===== config.mk =====
export PLATFORM = sky130hd
export DESIGN_NAME = data_mem_ctrl
export DESIGN_NICKNAME = d
export VERILOG_FILES = /design/src/rtl/data_mem_ctrl.sv
export SDC_FILE = /design/constraint.sdc
export NUM_CORES = 1
export LEC_CHECK = 0
export ABC_AREA = 1
export ABC_CLOCK_PERIOD_IN_PS = 4780
export CAP_MARGIN = 20
export CORE_MARGIN = 2
export CORE_UTILIZATION = 40
export DETAILED_ROUTE_END_ITERATION = 10
export GPL_TIMING_DRIVEN = 0
export PLACE_DENSITY = 0.76
export SETUP_SLACK_MARGIN = 0.2
export SLEW_MARGIN = 30
export SYNTH_ARGS = -nofsm -noshare
export SYNTH_HDL_FRONTEND = slang
export SYNTH_SLANG_ARGS = --single-unit

===== constraint.sdc =====
create_clock -name clk -period 4.78 [get_ports clk]
set_input_delay 0.956 -clock clk [delete_from_list [all_inputs] [get_ports clk]]
set_output_delay 0.956 -clock clk [all_outputs]
set_load 0.02 [all_outputs]

===== src/rtl/data_mem_ctrl.sv =====
// -----------------------------------------------------------------------------
// data_mem_ctrl
//
// Multi-cycle data-memory access controller that sits behind a single-cycle
// datapath. The ALU result is used as the byte address, the store operand as
// the write data, and the decoded memread/memwrite strobes as the request.
// The controller drives a request/acknowledge bus and returns load data to
// the memtoreg mux. stall holds the PC and the register-file write until the
// access has completed.
//
// Ports
//   clk         system clock, rising edge
//   reset       asynchronous, active-low reset
//   memread     load requested by the current instruction
//   memwrite    store requested by the current instruction (wins over memread)
//   addr        byte address (ALU result)
//   writedata   store data
//   readdata    registered load data
//   stall       combinational; high while a requested access is incomplete
//   bus_req     registered bus request
//   bus_we      registered bus write enable (1 = write)
//   bus_addr    registered word address, low two bits forced to zero
//   bus_wdata   registered bus write data
//   bus_rdata   bus read data, valid in the bus_ack cycle
//   bus_ack     single-cycle completion pulse from the bus
//   err_timeout sticky; a bus access timed out
//   err_align   sticky; a misaligned access was attempted
//
// Parameters
//   TIMEOUT     BUSY cycles to wait for bus_ack before aborting (1..255)
//   ERR_DATA    value returned on readdata for a timed-out read
// -----------------------------------------------------------------------------
module data_mem_ctrl #(
  parameter int unsigned TIMEOUT  = 15,
  parameter logic [31:0] ERR_DATA = 32'hDEADBEEF
) (
  input  logic        clk,
  input  logic        reset,
  input  logic        memread,
  input  logic        memwrite,
  input  logic [31:0] addr,
  input  logic [31:0] writedata,
  output logic [31:0] readdata,
  output logic        stall,
  output logic        bus_req,
  output logic        bus_we,
  output logic [31:0] bus_addr,
  output logic [31:0] bus_wdata,
  input  logic [31:0] bus_rdata,
  input  logic        bus_ack,
  output logic        err_timeout,
  output logic        err_align
);

  typedef enum logic [1:0] {
    ST_IDLE = 2'd0,
    ST_BUSY = 2'd1,
    ST_DONE = 2'd2
  } state_e;

  // Last counter value before the access is abandoned. The counter starts at
  // zero on the first BUSY cycle, so TIMEOUT BUSY cycles end at TIMEOUT-1.
  localparam logic [7:0] CNT_LAST = 8'(TIMEOUT - 1);

  state_e      state_q,       state_d;
  logic [7:0]  cnt_q,         cnt_d;
  logic        bus_req_q,     bus_req_d;
  logic        bus_we_q,      bus_we_d;
  logic [31:0] bus_addr_q,    bus_addr_d;
  logic [31:0] bus_wdata_q,   bus_wdata_d;
  logic [31:0] readdata_q,    readdata_d;
  logic        err_timeout_q, err_timeout_d;
  logic        err_align_q,   err_align_d;

  logic        access_req;
  logic        aligned;

  assign access_req = memread | memwrite;
  assign aligned    = (addr[1:0] == 2'b00);

  // The core commits on the DONE edge, so stall drops there even though the
  // request strobes are still present.
  assign stall = access_req & (state_q != ST_DONE);

  // ---------------------------------------------------------------------------
  // Next-state and next-output logic
  // ---------------------------------------------------------------------------
  always_comb begin
    // NOTE: every signal written here gets a default first; a path that left
    // one unassigned would infer a latch.
    state_d       = state_q;
    cnt_d         = cnt_q;
    bus_req_d     = bus_req_q;
    bus_we_d      = bus_we_q;
    bus_addr_d    = bus_addr_q;
    bus_wdata_d   = bus_wdata_q;
    readdata_d    = readdata_q;
    err_timeout_d = err_timeout_q;
    err_align_d   = err_align_q;

    unique case (state_q)
      ST_IDLE: begin
        // A stray bus_ack here is ignored: only the request strobes matter.
        if (access_req) begin
          if (aligned) begin
            bus_req_d   = 1'b1;
            // A simultaneous load and store is performed as a store.
            bus_we_d    = memwrite;
            bus_addr_d  = {addr[31:2], 2'b00};
            bus_wdata_d = writedata;
            cnt_d       = 8'd0;
            state_d     = ST_BUSY;
          end else begin
            // Misaligned: never touch the bus, finish in one stalled cycle.
            err_align_d = 1'b1;
            if (!memwrite) begin
              readdata_d = 32'd0;
            end
            state_d = ST_DONE;
          end
        end
      end

      ST_BUSY: begin
        cnt_d = cnt_q + 8'd1;
        // The ack is tested first so that an ack in the final timeout cycle
        // completes normally with no error.
        if (bus_ack) begin
          if (!bus_we_q) begin
            readdata_d = bus_rdata;
          end
          bus_req_d = 1'b0;
          state_d   = ST_DONE;
        end else if (cnt_q == CNT_LAST) begin
          bus_req_d     = 1'b0;
          err_timeout_d = 1'b1;
          if (!bus_we_q) begin
            readdata_d = ERR_DATA;
          end
          state_d = ST_DONE;
        end
      end

      ST_DONE: begin
        // One unstalled cycle for the core to commit, then accept the next
        // request in IDLE.
        state_d = ST_IDLE;
      end

      default: begin
        state_d = ST_IDLE;
      end
    endcase
  end

  // ---------------------------------------------------------------------------
  // State registers
  // ---------------------------------------------------------------------------
  // NOTE: sequential state uses non-blocking assignments so every flop samples
  // the values from before the edge, independent of statement order.
  always_ff @(posedge clk or negedge reset) begin
    if (!reset) begin
      state_q       <= ST_IDLE;
      cnt_q         <= 8'd0;
      bus_req_q     <= 1'b0;
      bus_we_q      <= 1'b0;
      bus_addr_q    <= 32'd0;
      bus_wdata_q   <= 32'd0;
      readdata_q    <= 32'd0;
      err_timeout_q <= 1'b0;
      err_align_q   <= 1'b0;
    end else begin
      state_q       <= state_d;
      cnt_q         <= cnt_d;
      bus_req_q     <= bus_req_d;
      bus_we_q      <= bus_we_d;
      bus_addr_q    <= bus_addr_d;
      bus_wdata_q   <= bus_wdata_d;
      readdata_q    <= readdata_d;
      err_timeout_q <= err_timeout_d;
      err_align_q   <= err_align_d;
    end
  end

  assign readdata    = readdata_q;
  assign bus_req     = bus_req_q;
  assign bus_we      = bus_we_q;
  assign bus_addr    = bus_addr_q;
  assign bus_wdata   = bus_wdata_q;
  assign err_timeout = err_timeout_q;
  assign err_align   = err_align_q;

endmodule

==> reports/results.tsv <==
metric	value	unit
status	finished, final reports clean	
portBuffers	198	
ctsHtreeMaxLevel	3	
synth_cells	575	
core_area	11470	um2
n_fill_cell	999	
cpPeakStageDelay	0.64	ns
reg2reg_depth	10	
crit_path_cell_trace	clkdlybuf4s50_1 > nor2_1 > a21oi_1 > clkdlybuf4s50_1	
slowest_stage	clkdlybuf4s50_1	
ioPinCount	202	
p_total	4.224	mW
dp_hpwl	10260	um
required	3.82	ns
netSwitchingPower	1.639	mW
grt_usage	0.2189	
clock_sink_count	108	
setup_viol	0	
worst-endpoint-arrival	2.40	ns
min_from	bus_wdata[10]	
crit_type	in2out	
end_kind	output port	
fin_skew	0.008064	ns
p_leak	3.595	nW
irDropWorstVdd	364.0	uV
hold_viol_final	0	
tightest_slew	0.5191	ns
netSwitchingFraction	0.3879	
grt_max_degree	63	
start_util	0.4115	
die_w	112.6	um
pre_cts_slack	1.441	ns
period_needed	3.355	ns
place.gp.congestion	0.8215	
clkPwrFrac	0.176	
synth_sequential_area_ratio	0.5728	
holdPathEnd	bus_wdata[10]	
final_common_cell	nand2_1	
fin_ws	1.425	ns
grt_antenna_before_repair	0	
clock_latency	0.34	ns
grt-ovfl-total	0	
syn_area	4718	um2
first_iter_violations	189	
clk_root_buffer_cell	clkbuf_16	
cts.clk_slew.worst_paths	0.07	ns
hold_class	reg2reg	
ff2ff_setup_slack	3.02	ns
register_area	2703	um2
nNetsFinal	889	
hold_buffers	0	
drc	0	
crit_family	buffers and inverters	
cp_max_fo	4	
slew_headroom	0.6516	
die_y	112.6	um
wirelength	13700	um
cap_violations	0	
avgRoutedWirePerCell	14.67	um
cts_setup_buffers	0	
final_cell_mix	nand2_1, clkdlybuf4s50_1, dfrtp_1, nor2_1, nand4_1	
synthDistinctLibCells	25	
cts_buffer_depth	2	
n_antenna_cell	0	
first_pass_iters	4	
start_kind	primary input	
routed-via-count	4491	
combPwrFrac	0.470	
r2r-start	cnt_q[0]	
grt_pass1_wl	22270	um
fin_crit_sh	0.7019	
vias_per_cell	4.808	
die_area	12680	um2
synth-seq-cells	108	
fmax	298.1	MHz
power_frac_seq	0.355	
multi_input_area	1759	um2
power.density	586.2	nW/um2
syn_to_final_growth	52.74	%
p_int	2.586	mW
cts_tree	done	
ant_nets	0	
drive_gt1_frac	0.07206	
syn-mean-instance-area	8.206	um2
r2r_end	readdata[18]	
crit_top_cell	clkdlybuf4s50_1	
path_buf_inv	2	
rsz0062_at_grt	no	
grt_pass1_vias	4682	
cts_made_buffers	9	
post_cts_resize_count	0	
drv_slew	0	
whs_path_depth	2	
yosys_warnings	0	
row_count	39	
==> cell type report <==
class / instances / area share
buffer: 35 / 0.02830
clock buffer: 12 / 0.03420
clock inverter: 4 / 0.006771
inverter: 15 / 0.007813
multi-input combinational: 418 / 0.2441
sequential: 108 / 0.3750
tap: 143 / 0.02483
timing repair buffer: 199 / 0.2790
==> sequential cells by signal, indices dropped and copies added (netlist names) <==
| register | cells |
|---|---|
| bus_wdata | 32 |
| readdata | 32 |
| bus_addr | 30 |
| cnt_q | 8 |
| state_q | 2 |
| bus_req | 1 |
| bus_we | 1 |
| err_align | 1 |
| err_timeout | 1 |
==> per-layer routing <==
metal	track usage	up-vias	part of all wire
li1	-	2203	-
met1	0.2523	2103	0.40
met2	0.3760	174	0.48
met3	0.09395	11	0.10
met4	0.05528	0	0.011
met5	0	-	0
==> worst max-delay path by stage <==
stage	startpoint	endpoint	slack [ns]	cells after the start
6_report	memwrite	stall	1.43	4
5_1_grt	memwrite	stall	1.37	4
4_1_cts	memwrite	stall	1.41	4
3_5_place_dp	memwrite	stall	1.44	4
3_3_place_gp	reset	bus_addr[3]	-1.33	1
2_1_floorplan	memread	stall	2.46	2
==> metrics by stage <==
stage | instances | cell area, um2 | util | setup TNS, ns | hold slack, ns
finish | 934 | 7207 | 0.6285 | 0 | 0.4733
global route | 934 | 7207 | 0.6285 | 0 | 0.4968
CTS | 934 | 7207 | 0.6285 | 0 | 0.4748
detailed placement | 918 | 6912 | 0.6027 | 0 | 0.4575
global placement | 917 | 6883 | 0.6002 | -142.49 | 0.4529
floorplan | 576 | 4722 | - | 0 | 0.4862
==> synthesized netlist by cell type (all sizes together) <==
cell type / number / share of area
or2: 1 / 0.0013
o21bai: 1 / 0.0016
nor3: 1 / 0.0021
nand4: 33 / 0.044
ha: 2 / 0.0053
nor2: 71 / 0.060
conb: 1 / 0.00079
inv: 15 / 0.012
a31o: 1 / 0.0019
buf: 27 / 0.037
a21oi: 3 / 0.0032
o21ai: 11 / 0.012
nor3b: 1 / 0.0016
clkbuf: 8 / 0.0064
xor2: 2 / 0.0037
dfrtp: 108 / 0.57
nand2: 282 / 0.22
nand3: 7 / 0.011
==> cell families after synthesis <==
| group | share of synthesized area |
|---|---|
| xor gates and xnor gates | 0.003713 |
| other | 0.0007948 |
| DFF | 0.5728 |
| and+or+nand+nor | 0.3439 |
| AOI/OAI and AO/OA | 0.01830 |
| buffers and inverters | 0.05516 |
| adders and majority gates | 0.005303 |
==> power by group through the flow <==
stage,sequential [mW],combinational [mW],clock [mW]
finish,1.50,1.98,0.743
global route,1.54,2.14,0.795
CTS,1.50,2.01,0.762
detailed placement,1.51,2.00,0
global placement,1.49,1.96,0
floorplan,1.91,0.569,0
==> worst register-to-register path: cells and delay by family (launching register included) <==
kind / cells / cell delay [ns]
buffers and inverters: 2 / 0.27
adders and majority gates: 1 / 0.16
and+or+nand+nor: 7 / 0.79
DFF: 1 / 0.42
No activity file was read; power rests on OpenSTA's default activity.
